**src/rtl/icache.sv**
```systemverilog
// Direct-mapped read-only instruction cache with same-cycle hit and
// whole-line refill from the instruction memory bus.
//
// Ports:
//   clk, reset                   clock, async active-high reset
//   icache_adr_i, icache_req_i   fetch byte address and request
//   icache_instr_o, icache_hit_o instruction (0 unless hit) and hit flag
//   icache_inval_i               invalidate all lines (fence.i)
//   mem_req_o, mem_adr_o         refill request and line base address
//   mem_gnt_i                    memory accepted the refill request
//   mem_rvalid_i, mem_rdata_i    refill beats, ascending from line base
module icache #(
  parameter int XLEN       = 32,
  parameter int NB_LINES   = 16,
  parameter int LINE_WORDS = 4
) (
  input  logic            clk,
  input  logic            reset,
  input  logic [XLEN-1:0] icache_adr_i,
  input  logic            icache_req_i,
  output logic [31:0]     icache_instr_o,
  output logic            icache_hit_o,
  input  logic            icache_inval_i,
  output logic            mem_req_o,
  output logic [XLEN-1:0] mem_adr_o,
  input  logic            mem_gnt_i,
  input  logic            mem_rvalid_i,
  input  logic [31:0]     mem_rdata_i
);

  localparam int WB  = $clog2(LINE_WORDS);
  localparam int OFF = WB + 2;
  localparam int IDX = $clog2(NB_LINES);
  localparam int TAG = XLEN - OFF - IDX;

  localparam logic [WB-1:0] LAST = WB'(LINE_WORDS - 1);

  typedef enum logic [1:0] {
    IDLE,
    REQ,
    REFILL
  } state_t;

  state_t state_q, state_d;

  logic [NB_LINES-1:0] valid_q;
  logic [TAG-1:0]      tag_q  [NB_LINES];
  logic [31:0]         data_q [NB_LINES][LINE_WORDS];

  logic [XLEN-1:0] miss_adr_q, miss_adr_d;
  logic [WB-1:0]   cnt_q, cnt_d;
  logic            drop_q, drop_d;

  logic            fill_we;
  logic            fill_last;
  logic            hit;

  logic [TAG-1:0]  adr_tag;
  logic [IDX-1:0]  adr_idx;
  logic [WB-1:0]   adr_word;
  logic [TAG-1:0]  miss_tag;
  logic [IDX-1:0]  miss_idx;

  logic            unused_bits;

  assign adr_tag  = icache_adr_i[XLEN-1 -: TAG];
  assign adr_idx  = icache_adr_i[OFF +: IDX];
  assign adr_word = icache_adr_i[2 +: WB];
  assign miss_tag = miss_adr_q[XLEN-1 -: TAG];
  assign miss_idx = miss_adr_q[OFF +: IDX];

  // byte offset never selects anything
  assign unused_bits = ^{icache_adr_i[1:0],
                         miss_adr_q[OFF-1:0]};

  // No hit-under-miss: lookups only answer in IDLE.
  assign hit = icache_req_i
             && (state_q == IDLE)
             && valid_q[adr_idx]
             && (tag_q[adr_idx] == adr_tag);

  assign icache_hit_o   = hit;
  assign icache_instr_o = hit
                        ? data_q[adr_idx][adr_word]
                        : 32'h0;

  always_comb begin
    state_d    = state_q;
    miss_adr_d = miss_adr_q;
    cnt_d      = cnt_q;
    drop_d     = drop_q;
    mem_req_o  = 1'b0;
    mem_adr_o  = '0;
    fill_we    = 1'b0;
    fill_last  = 1'b0;
    unique case (state_q)
      IDLE: begin
        if (icache_req_i && !hit) begin
          miss_adr_d = {icache_adr_i[XLEN-1:OFF],
                        {OFF{1'b0}}};
          state_d    = REQ;
        end
      end
      REQ: begin
        mem_req_o = 1'b1;
        mem_adr_o = miss_adr_q;
        if (icache_inval_i) drop_d = 1'b1;
        if (mem_gnt_i) begin
          cnt_d   = '0;
          state_d = REFILL;
        end
      end
      REFILL: begin
        if (icache_inval_i) drop_d = 1'b1;
        if (mem_rvalid_i) begin
          fill_we = 1'b1;
          cnt_d   = cnt_q + WB'(1);
          if (cnt_q == LAST) begin
            fill_last = 1'b1;
            // line is done; next miss starts clean
            drop_d    = 1'b0;
            state_d   = IDLE;
          end
        end
      end
      default: state_d = IDLE;
    endcase
  end

  always_ff @(posedge clk or posedge reset) begin
    if (reset) begin
      state_q    <= IDLE;
      miss_adr_q <= '0;
      cnt_q      <= '0;
      drop_q     <= 1'b0;
    end else begin
      state_q    <= state_d;
      miss_adr_q <= miss_adr_d;
      cnt_q      <= cnt_d;
      drop_q     <= drop_d;
    end
  end

  // Invalidate beats a completing fill, even on the final beat.
  always_ff @(posedge clk or posedge reset) begin
    if (reset) begin
      valid_q <= '0;
    end else if (icache_inval_i) begin
      valid_q <= '0;
    end else if (fill_last && !drop_q) begin
      valid_q[miss_idx] <= 1'b1;
    end
  end

  always_ff @(posedge clk) begin
    if (fill_we) begin
      data_q[miss_idx][cnt_q] <= mem_rdata_i;
    end
    if (fill_last) begin
      tag_q[miss_idx] <= miss_tag;
    end
  end

endmodule

```
**config.mk**
```make
export PLATFORM = sky130hd
export DESIGN_NAME = icache
export DESIGN_NICKNAME = d
export VERILOG_FILES = /design/src/rtl/icache.sv
export SDC_FILE = /design/constraint.sdc
export NUM_CORES = 2
export LEC_CHECK = 0
export CAP_MARGIN = 10
export CORE_MARGIN = 2
export CORE_UTILIZATION = 56
export DETAILED_ROUTE_END_ITERATION = 7
export PLACE_DENSITY = 0.75
export SLEW_MARGIN = 0
export SYNTH_ARGS = -nofsm -noshare
export SYNTH_HDL_FRONTEND = slang
export SYNTH_SLANG_ARGS = --single-unit
```
**constraint.sdc**
```tcl
create_clock -name clk -period 4.25 [get_ports clk]
set_input_delay 0.85 -clock clk [delete_from_list [all_inputs] [get_ports clk]]
set_output_delay 0.85 -clock clk [all_outputs]
set_load 0.005 [all_outputs]
```
# Yosys cells after proc, flatten, opt, wreduce, memory -nomap -nowiden
# Memories as Yosys holds them, arrays and structs flattened.
# Index checks and enable logic that the tools add are counted.
[totals] reg_bits=49 ramBits=2432 word_cells=75 mem_count=2
[classes] order_cmp=6 bitwise=3 addsub=1 n_eq_ne=8 n_reduce_logical=15 n_mux=35
[mem_list] name="data_q" depth=16 width=128 rd=1 rd_ports_with_merged_regs=0 wr=1 line="48" rtl="logic [31:0] data_q [NB_LINES][LINE_WORDS];"
[mem_list] name="tag_q" depth=16 width=24 rd=1 rd_ports_with_merged_regs=0 wr=1 line="47" rtl="logic [TAG-1:0] tag_q [NB_LINES];"
[ops] op="32-bit two-way mux" count=5
[ops] op="128-bit two-way mux" count=1
[ops] op="32-bit binary-select mux with 2-bit select" count=1
[ops] op="32-bit demux with 2-bit select" count=1
[ops] op="16-bit two-way mux" count=2
[ops] op="24-bit == test" count=1
[ops] op="16-bit bitwise OR" count=1
[ops] op="1-bit two-way mux" count=14
[ops] op="2-bit two-way mux" count=6
[ops] op="4-bit by 5-bit less-than comparator with 1-bit output (second input constant)" count=2
[ops] op="1-bit logical AND" count=7
[ops] op="3-bit >= comparator (second input constant)" count=2
[ops] op="2-bit inequality test (second input constant)" count=3
[ops] op="2-bit NOT with 3-bit output" count=2
[ops] op="2-bit one-hot mux with 3 select lines" count=1
[ops] op="1-bit binary-select mux with 4-bit select" count=1
[ops] op="1-bit demux with 4-bit select" count=1
[ops] op="2-bit == test (second input constant)" count=2
[ops] op="4-bit by 1-bit >= comparator with 1-bit output (second input constant)" count=1
[ops] op="2-bit one-hot mux with 2 select lines" count=1
[ops] op="4-bit AND reduction" count=1
[ops] op="2-bit nonzero test" count=2
[ops] op="3-bit by 1-bit less-than comparator with 1-bit output (second input constant)" count=1
[ops] op="3-bit AND reduction" count=1
[ops] op="other kinds (7)" count=8

# Depth between registers and ports, before layout
[depth] ltp_word=8 depth_mapped=14 ltp_nobuf=10

# Worst setup path before layout
# No wires, ideal clock.
[synth_timing] path_type="input port to output port" start="input icache_adr_i[4]" end="output icache_instr_o[10]" n_path_buf=6 setup_slack_ns=-0.315 arrival_ns=3.715 path_stages=10 required_ns=3.400 path_cell_list="buf_6 > buf_6 > buf_6 > buf_6 > buf_6 > clkbuf_1 > mux4_2 > mux4_2 > mux4_2 > nor2b_1"
[synth_between] elab_chain_cells=5
[synth_lines] item="start, declared" line="19" rtl="input logic [XLEN-1:0] icache_adr_i,"
[synth_lines] item="memory 16 x 128 bit / 1-bit binary-select mux with 4-bit select (equally long branches)"
[synth_lines] item="32-bit binary-select mux with 2-bit select / 1-bit two-way mux (equally long branches)" line="84, 79"
[synth_lines] item="32-bit two-way mux (implied by the code) / 1-bit logical AND (equally long branches)" line="84, 79"
[synth_lines] item="32-bit two-way mux (implied by the code) / 1-bit logical AND (equally long branches)" line="84, 80"
[synth_lines] item="32-bit two-way mux (*)" line="84" rtl="? data_q[adr_idx][adr_word]"
[synth_lines] item="end, declared" line="21" rtl="output logic [31:0] icache_instr_o,"
# Mark *: on every way between the ends. The rest lies on a longest branch, timed or not. The select of a mux whose other input is x is not followed.

# Worst setup path in the final report
[layout_timing] start="memory tag_q[8][5] (netlist bit)" end="output icache_instr_o[22]"
[layout_between] elab_chain_cells=4
[layout_lines] item="start, declared" line="47"
[layout_lines] item="memory 16 x 24 bit"
[layout_lines] item="24-bit == test" line="80" rtl="&& (tag_q[adr_idx] == adr_tag);"
[layout_lines] item="1-bit logical AND" line="80"
[layout_lines] item="32-bit two-way mux" line="84"
# Every way passes these cells.

==> metrics.cfg <==
[yosys]
synth_ff_type=edfxtp_1
syn_inst=3945
yosys.cell_types.count=52
ys_top_cells_by_count=edfxtp_1, mux4_2, nor2_1
yosysMostFrequentCell=edfxtp_1
ys_seq_area_share_pct=77.6
synth.top_cell.area_share_pct=76.3
async_flop_share_pct=1.98
synth_edf_count=2432
synthesis.area_um2=95700
yosysWarnings=0
yosys-top-cells-area=edfxtp_1, mux4_2, dfrtp_1
ys_seq_elements=2481
synth_area_leader_cell=edfxtp_1
syn_avg_cell_area_um2=24.2

[die]
core_um2=169000
initial_utilization_pct=56.4
io_pins=136
die_h_um=417
die_w_um=417
rows=151
dieArea_um2=174000

[clocking]
clkSinkCount=2481
path_clk_slew_ns=0.06
insertion_delay_ns=0.88
clockRootBuffer=clkbuf_16
cts_htree_levels=4
cts_buffers=233
tritoncts=yes
clk_path_buf_depth=3
ctsHoldBuffers=0

[status]
violations=setup timing
status=finished, violations left

[grt]
grt_pass1_vias=48222
grt_max_degree=76
track_usage_pct=30.2
overflow=0
grt_antenna_before_repair=17
grt_pass1_wl_um=364000

[critical_path]
regToRegSetupSlack_ns=0.82
startpoint_type=register
critPathKind=reg2out
ff2ff_path_depth=15
r2r-start=tag_q[8][5]
crit_fanout=4
critPathArrivalTime_ns=4.28
worstSetupEndpointType=output port
crit_required_ns=3.40
r2r_end=state_q[0]

[routing]
wl_um=261000
drt_first_pass_iters=5
drt_iter0_markers=7382
wl_per_cell_um=38.0
vias=47147
post-route-drc-count=0
postRouteAntennaNets=0
vias_per_cell=6.87

[sta]
period_share_pct=121
setup_violations=33
hold_violations=0
finalSetupTns_ns=-21.70
max_freq_mhz=195
rsz0062_at_grt=true
finalClockSkew_ns=0.0491
fin_ws_ns=-0.883
slew_violations=0
relSlewSlack_pct=20.2
min_period_ns=5.13
tightestPinTransition_ns=1.20

[cells_and_area]
area_growth_pct=16.2
fin_nets=4510
drive_above_1_share_pct=35.4

[placed_design]
portBuffers=129
pre_cts_slack_ns=-1.29
place.gp.congestion=0.808
dpl.hpwl_um=132000

[min_path]
hold_path_class=in2async

[power]
p_leak_nw=35.2
powerDensity_nw_per_um2=479
peakVddDrop_mv=0.602

[flow_run]
maxCapViolations=0

## area by class of cell
cell class	count	area (um2)
multi-input combinational	1236	21100
inverter	12	52.6
antenna	11	27.5
clock inverter	147	1630
sequential	2481	74300
timing repair buffer	469	5140
fill	10197	58300
clock buffer	286	6130
tap	2218	2780
## metrics by stage
step           util (%)  std cells  area, um2  total power [mW]  hold slack [ns]
3_3_place_gp       60.6       6394     103000              32.3            0.470
2_1_floorplan         -       3948      96000              30.6            0.457
6_report           65.6       6860     111000              53.3            0.441
4_1_cts            65.3       6830     111000              53.3            0.441
5_1_grt            65.6       6860     111000              54.6            0.472
3_5_place_dp       60.6       6394     103000              32.5            0.496
## routing by layer
metal | up-vias | global-route usage, % | wire, um
met4 | 6 | 13.1 | 13100
met1 | 24879 | 40.2 | 88500
li1 | 17912 | - | -
met3 | 690 | 6.40 | 30800
met2 | 3660 | 48.8 | 128000
met5 | - | 0 | 44
## sequential cells by signal, indices dropped and copies added (netlist names)
register / count
valid_q: 16
data_q: 2048
state_q: 2
miss_adr_q: 28
drop_q: 1
cnt_q: 2
tag_q: 384
## worst max-delay path, stage by stage (launching register included)
cell and delay [ns]:
edfxtp_1 0.40, mux4_2 0.52, mux2i_1 0.16, mux2i_1 0.11
xor2_1 0.20, nor4_2 0.36, buf_4 0.17, and4b_2 0.25
nand4_4 0.12, buf_12 0.18, clkbuf_16 0.15, buf_12 0.15
a211oi_4 0.35, buf_4 0.18, buf_6 0.08
## cell usage in the layout, fill, tap and decap left out, drive strengths merged, types with 39 or more instances in the layout
| cell | n |
|---|---|
| buf | 399 |
| clkdlybuf4s50 | 58 |
| edfxtp | 2432 |
| dfrtp | 49 |
| clkbuf | 292 |
| mux2i | 79 |
| nor2 | 115 |
| clkinv | 105 |
| mux4 | 747 |
| and2 | 39 |
## logic make-up (layout without fill, tap and decap cells)
kind of cell,count (synthesis),in the layout,share of synthesized area (%)
adder cells (fa/ha/maj),7,7,0.0916
AND/OR/NAND/NOR,256,256,1.32
AO/OA/AOI/OAI,81,81,0.611
buffers and inverters,231,914,1.20
multiplexers,859,859,18.9
other,1,15,0.00392
flip-flops,2481,2481,77.6
XOR/XNOR,29,29,0.266
## where the power goes
part | leakage (nW) | internal (mW) | switching (mW)
Sequential | 22.5 | 27.7 | 0.673
Combinational | 8.99 | 1.65 | 2.08
Clock | 3.76 | 12.0 | 9.20
## what timing repair did
item	in CTS	in global routing
resized for setup	78	104
buffers inserted	0	19
pin swaps	0	10
cloned	3	3
setup endpoints to repair	33	33
## how the worst max path moves through the flow
stage | from | endpoint | slack [ns]
global placement | icache_adr_i[4] | icache_instr_o[22] | -1.26
global route | tag_q[8][5] | icache_instr_o[22] | -0.98
CTS | tag_q[14][3] | icache_instr_o[15] | -0.93
detailed placement | icache_adr_i[4] | icache_instr_o[22] | -1.29
floorplan | icache_adr_i[4] | icache_instr_o[12] | -0.003
finish | tag_q[8][5] | icache_instr_o[22] | -0.88
Note: power is estimated with default switching activity, not from simulation.
